==> config.mk <==
export PLATFORM = sky130hd
export DESIGN_NAME = munoc_core_to_axi4l_master_adapter
export DESIGN_NICKNAME = d
export VERILOG_FILES = /design/src/rtl/munoc_core_to_axi4l_master_adapter.sv
export SDC_FILE = /design/constraint.sdc
export NUM_CORES = 1
export LEC_CHECK = 0
export CAP_MARGIN = 10
export CORE_UTILIZATION = 39
export DETAILED_ROUTE_END_ITERATION = 8
export PLACE_DENSITY = 0.81
export SETUP_SLACK_MARGIN = 0.3
export SYNTH_ARGS = -nofsm -noshare
export SYNTH_HDL_FRONTEND = slang
export SYNTH_SLANG_ARGS = --single-unit
==> constraint.sdc <==
create_clock -name clk -period 2.3 [get_ports clk]
set_clock_uncertainty 0.15 [all_clocks]
set_input_delay 0.345 -clock clk [delete_from_list [all_inputs] [get_ports clk]]
set_output_delay 0.345 -clock clk [all_outputs]
set_load 0.01 [all_outputs]
==> src/rtl/munoc_core_to_axi4l_master_adapter.sv <==
// Purpose : bridges a single-outstanding core request/response port onto an AXI4-Lite master port.
// Latency : 3 cycles from request acceptance to rsp_valid with zero-wait slave; timeout after TIMEOUT_CYCLES in a response state.
// Backpr. : req_ready only in IDLE; AXI valids and rsp_valid hold payload stable until their ready.
//
// Ports:
//   clk, rstnn                   - sole clock, asynchronous active-low reset
//   req_valid/ready/write/addr/wdata/wstrb - core request
//   rsp_valid/ready/rdata/error  - core response (rdata 0 for writes, error on SLVERR/DECERR/timeout)
//   sx4l{aw,w,b,ar,r}*           - AXI4-Lite master channels
module munoc_core_to_axi4l_master_adapter #(
    parameter int BW_PLATFORM_ADDR = 32,
    parameter int BW_NODE_DATA     = 32,
    parameter int TIMEOUT_CYCLES   = 0
) (
    input  logic                          clk,
    input  logic                          rstnn,
    input  logic                          req_valid,
    output logic                          req_ready,
    input  logic                          req_write,
    input  logic [BW_PLATFORM_ADDR-1:0]   req_addr,
    input  logic [BW_NODE_DATA-1:0]       req_wdata,
    input  logic [BW_NODE_DATA/8-1:0]     req_wstrb,
    output logic                          rsp_valid,
    input  logic                          rsp_ready,
    output logic [BW_NODE_DATA-1:0]       rsp_rdata,
    output logic                          rsp_error,
    output logic [BW_PLATFORM_ADDR-1:0]   sx4lawaddr,
    output logic                          sx4lawvalid,
    input  logic                          sx4lawready,
    output logic [BW_NODE_DATA-1:0]       sx4lwdata,
    output logic [BW_NODE_DATA/8-1:0]     sx4lwstrb,
    output logic                          sx4lwvalid,
    input  logic                          sx4lwready,
    input  logic [1:0]                    sx4lbresp,
    input  logic                          sx4lbvalid,
    output logic                          sx4lbready,
    output logic [BW_PLATFORM_ADDR-1:0]   sx4laraddr,
    output logic                          sx4larvalid,
    input  logic                          sx4larready,
    input  logic [BW_NODE_DATA-1:0]       sx4lrdata,
    input  logic [1:0]                    sx4lrresp,
    input  logic                          sx4lrvalid,
    output logic                          sx4lrready
);

    localparam int BW_STRB = BW_NODE_DATA / 8;
    localparam int BW_CNT  = (TIMEOUT_CYCLES > 0) ? $clog2(TIMEOUT_CYCLES + 1) : 1;
    localparam logic [BW_CNT-1:0] CNT_LIMIT = BW_CNT'(TIMEOUT_CYCLES);

    localparam logic [2:0] IDLE       = 3'd0;
    localparam logic [2:0] WRITE_REQ  = 3'd1;
    localparam logic [2:0] WRITE_RESP = 3'd2;
    localparam logic [2:0] READ_REQ   = 3'd3;
    localparam logic [2:0] READ_RESP  = 3'd4;
    localparam logic [2:0] CORE_RESP  = 3'd5;

    logic [2:0]                  r_state;
    logic [BW_PLATFORM_ADDR-1:0] r_addr;
    logic [BW_NODE_DATA-1:0]     r_wdata;
    logic [BW_STRB-1:0]          r_wstrb;
    logic                        r_aw_done;
    logic                        r_w_done;
    logic [BW_CNT-1:0]           r_cnt;
    logic [BW_NODE_DATA-1:0]     r_rdata;
    logic                        r_error;

    logic                        w_aw_hs;
    logic                        w_w_hs;
    logic [BW_CNT-1:0]           w_cnt_inc;
    logic                        w_timeout;
    logic                        w_unused;

    // Only the upper response bit distinguishes OKAY/EXOKAY from SLVERR/DECERR.
    assign w_unused = sx4lbresp[0] ^ sx4lrresp[0];

    assign req_ready   = (r_state == IDLE);
    assign sx4lawvalid = (r_state == WRITE_REQ) && !r_aw_done;
    assign sx4lwvalid  = (r_state == WRITE_REQ) && !r_w_done;
    assign sx4lawaddr  = r_addr;
    assign sx4lwdata   = r_wdata;
    assign sx4lwstrb   = r_wstrb;
    assign sx4lbready  = (r_state == WRITE_RESP);
    assign sx4larvalid = (r_state == READ_REQ);
    assign sx4laraddr  = r_addr;
    assign sx4lrready  = (r_state == READ_RESP);
    assign rsp_valid   = (r_state == CORE_RESP);
    assign rsp_rdata   = r_rdata;
    assign rsp_error   = r_error;

    assign w_aw_hs = sx4lawvalid && sx4lawready;
    assign w_w_hs  = sx4lwvalid && sx4lwready;

    // Saturating count of cycles spent waiting, including the current one;
    // the timeout fires on the edge where that count hits the limit.
    assign w_cnt_inc = (r_cnt == CNT_LIMIT) ? r_cnt : r_cnt + 1'b1;
    assign w_timeout = (TIMEOUT_CYCLES > 0) && (w_cnt_inc == CNT_LIMIT);

    always_ff @(posedge clk or negedge rstnn) begin
        if (!rstnn) begin
            r_state   <= IDLE;
            r_addr    <= '0;
            r_wdata   <= '0;
            r_wstrb   <= '0;
            r_aw_done <= 1'b0;
            r_w_done  <= 1'b0;
            r_cnt     <= '0;
            r_rdata   <= '0;
            r_error   <= 1'b0;
        end else begin
            case (r_state)
                IDLE: begin
                    if (req_valid) begin
                        r_addr    <= req_addr;
                        r_wdata   <= req_wdata;
                        r_wstrb   <= req_wstrb;
                        r_aw_done <= 1'b0;
                        r_w_done  <= 1'b0;
                        r_state   <= req_write ? WRITE_REQ : READ_REQ;
                    end
                end
                WRITE_REQ: begin
                    if (w_aw_hs) r_aw_done <= 1'b1;
                    if (w_w_hs)  r_w_done  <= 1'b1;
                    // Either channel may complete first, or both on the same edge.
                    if ((r_aw_done || w_aw_hs) && (r_w_done || w_w_hs)) begin
                        r_cnt   <= '0;
                        r_state <= WRITE_RESP;
                    end
                end
                WRITE_RESP: begin
                    r_cnt <= w_cnt_inc;
                    if (sx4lbvalid) begin
                        r_error <= sx4lbresp[1];
                        r_rdata <= '0;
                        r_state <= CORE_RESP;
                    end else if (w_timeout) begin
                        r_error <= 1'b1;
                        r_rdata <= '0;
                        r_state <= CORE_RESP;
                    end
                end
                READ_REQ: begin
                    if (sx4larready) begin
                        r_cnt   <= '0;
                        r_state <= READ_RESP;
                    end
                end
                READ_RESP: begin
                    r_cnt <= w_cnt_inc;
                    if (sx4lrvalid) begin
                        r_error <= sx4lrresp[1];
                        r_rdata <= sx4lrdata;
                        r_state <= CORE_RESP;
                    end else if (w_timeout) begin
                        r_error <= 1'b1;
                        r_rdata <= '0;
                        r_state <= CORE_RESP;
                    end
                end
                CORE_RESP: begin
                    if (rsp_ready) r_state <= IDLE;
                end
                default: r_state <= IDLE;
            endcase
        end
    end

endmodule

==> run summary <==
Commonest non-fill, non-tap cell in the layout: nand2_1
Synth-to-Final Area Change: 62.59%
Reg2reg setup slack: 0.39 ns
Post-synth top flop: dfrtp_1
Post-Synth Adder-Cell Area: 0%
CP Max Fanout: 8
Synthesized flop and latch total: 106
Worst-case reg-to-reg path depth: 5
Area of the multi-input gates: 1498 um2
Worst Hold Class: reg2reg
Number of global-route vias before repair: 4032
Worst Min Path Start: sx4lwdata[29]
Unrepaired setup endpoints after global routing: true
Sequential area share after synthesis: 59.05%
CP required: 1.80 ns
Initial Util: 40.72%
Worst r2r src: r_state[2]
Fillcell total: 874
Crit-path slowest cell: dfrtp_2
Leakage: 3.356 nW
Gr ovfl total: 0
Share of cells above drive strength 1: 7.044%
Final instance area: 7303 um2
Library cells used by synthesis: 29
Syn_nets: 615
Post-Route WL: 12290 um
H-tree depth: 3
Reg area: 2654 um2
Crit path buffers/inverters: 2
IO buf count: 251
Final core occ: 66.21%
Vias: 4027
Avg Inst Size Synth: 8.966 um2
Post-DR vias/cell: 4.661
RePlAce Congestion: 0.7815
Worst path top cell family by delay: flip-flops
Most frequent cells in the layout: 269 x nand2_1, 243 x clkdlybuf4s50_1, 105 x dfrtp_1, 28 x o21ai_0, 12 x buf_4
CP Launch Point: r_state[2]
DIE WIDTH: 109.3 um
Dpl hpwl: 9108 um
Die footprint: 11950 um2
YS warnings: 0
IO Pins: 254
Max incr delay on CP: 0.46 ns
Antenna violations before repair: 0
Max-cap violations: 0
Buffer depth of the longest clock path: 2
First-pass GRT wire length: 18820 um
Hold Path Cell Cnt: 2
CTS Buf Count: 9
Largest family of logic cells by synthesized area: simple AND/OR/NAND/NOR gates
Max Clk Rate: 0.5071 GHz
DRT antenna net count: 0
Power Dens Cells: 1321 nW/um2
Crit path DAT: 1.48 ns
Post-Synth Simple-Gate Area: 25.32%
Synth Instances: 501
DR DRC count: 0
EDFF count, synth: 0
Fin crit share: 85.74%
Cell area after synthesis: 4492 um2
Synth Area in XOR/XNOR: 0%
Status: completed
Crit start category: register
Clock Sink Count: 106
Num rows: 38
Critical path depth: 3
Drt first-iter violations: 170
Final setup vio count: 0
Largest net degree at the start of global routing: 67
WL per Instance: 14.22 um
Hold Fails Final Rpt: 0
Cell Chain, Critical Path: buf_4 -> nor4b_4 -> clkbuf_2
Skew-Pair Late Insertion Delay: 0.33 ns
Inserted Diodes: 0
IR drop worst, VDD: 0.6748 mV
Worst relative slew slack: 69.55%
Synth Area in Compound Gates: 5.933%
Ys async rst share: 100.0%
Crit Path Class: reg2out
Clock-pin slew on the worst setup and hold paths: 0.06 ns
Fin crit period: 1.972 ns
Core area: 11030 um2
Drt pass-1 iters: 4
Die Ht: 109.3 um
Actual slew at the worst max-slew pin: 0.4568 ns
Post-DP Area: 6939 um2
Crit end category: primary output
TNS Setup: 0 ns
GRT Total Usage: 20.45%
Post-synthesis mux area share: 0.9749%
TritonCTS clock tree: yes
Nets: 834
Clk root buf: clkbuf_16
Pins Over Slew Limit: 0
## sequential cells by signal (all words and copies together), names as in the netlist
register and cells:
r_w_done 1, rsp_error 1, r_state 3, sx4lwdata 32, sx4laraddr 32, r_aw_done 1, rsp_rdata 32, sx4lwstrb 4
## routing by layer
metal | part of all wire, % | vias up | wire length, um | global-route usage [%]
met2 | 54 | 143 | 6674 | 38.59
met4 | 2.1 | 0 | 263 | 8.286
met5 | 0 | - | 0 | 0
met3 | 6.4 | 20 | 782 | 4.386
li1 | - | 1960 | - | -
met1 | 37 | 1904 | 4567 | 22.03
## what timing repair did
item / in CTS / in global routing
hold buffers: 1 / 0
setup buffers: 2 / 2
gates resized for setup: 23 / 12
pin swaps: 0 / 1
endpoints found under the setup margin: 9 / 8
hold endpoints to repair: 33 / 0
## cell families after synthesis
| logic type | count (synthesis) |
|---|---|
| multiplexers | 4 |
| AO/OA/AOI/OAI | 43 |
| buffers and inverters | 63 |
| flip-flops | 106 |
| AND/OR/NAND/NOR | 285 |
## path summary, 6_finish.rpt
| path | end |
|---|---|
| setup / recovery | sx4lwvalid |
| hold / removal | sx4lwdata[29] |
| setup reg to reg | r_state[0] |
| hold reg to reg | sx4lwdata[29] |
| max in group asynchronous | sx4laraddr[30] |
| min in group asynchronous | sx4lwdata[3] |
## metrics by stage
step	worst slack [ns]	hold slack (ns)	power [W]	std cells
3_3_place_gp	0.1694	0.1780	0.007882	844
5_1_grt	0.2591	0.3517	0.01028	864
3_5_place_dp	0.1229	0.1780	0.008058	844
2_1_floorplan	0.3159	-0.1006	0.005517	501
4_1_cts	0.2067	0.3279	0.009688	862
6_report	0.3279	0.3217	0.009645	864
## report_power, final
part | leakage [nW] | internal [W] | switching, W | total [W]
clock network | 0.152 | 0.000926 | 0.000632 | 0.00156
registers | 1.37 | 0.00271 | 0.000539 | 0.00325
logic | 1.84 | 0.00265 | 0.00219 | 0.00484
## tightest hold or removal path, delay by kind of cell, from the launching register on
kind,cells,cell delay [ns]
and+or+nand+nor,2,0.10
DFF,1,0.34
## area by class of cell
type / count / area share (%)
timing repair buffer: 268 / 36.37
clock buffer: 13 / 3.701
multi-input combinational: 332 / 20.51
inverter: 3 / 0.2056
tap: 140 / 2.398
clock inverter: 2 / 0.4797
sequential: 106 / 36.34
## cell usage after synthesis (2+ instances only)
| library cell | count | area [um2] |
|---|---|---|
| nand2_1 | 270 | 1013 |
| dfrtp_1 | 106 | 2653 |
| buf_4 | 34 | 255.2 |
| o21ai_0 | 29 | 145.1 |
| buf_2 | 16 | 80.08 |
| clkbuf_1 | 9 | 33.78 |
| o21ai_1 | 6 | 30.03 |
| a22o_1 | 3 | 26.28 |
| inv_1 | 3 | 11.26 |
| mux2_1 | 3 | 33.78 |
| a21oi_1 | 2 | 10.01 |
| and3b_1 | 2 | 17.52 |
| nor3b_1 | 2 | 15.01 |
Power figures use the tool's default switching activity.
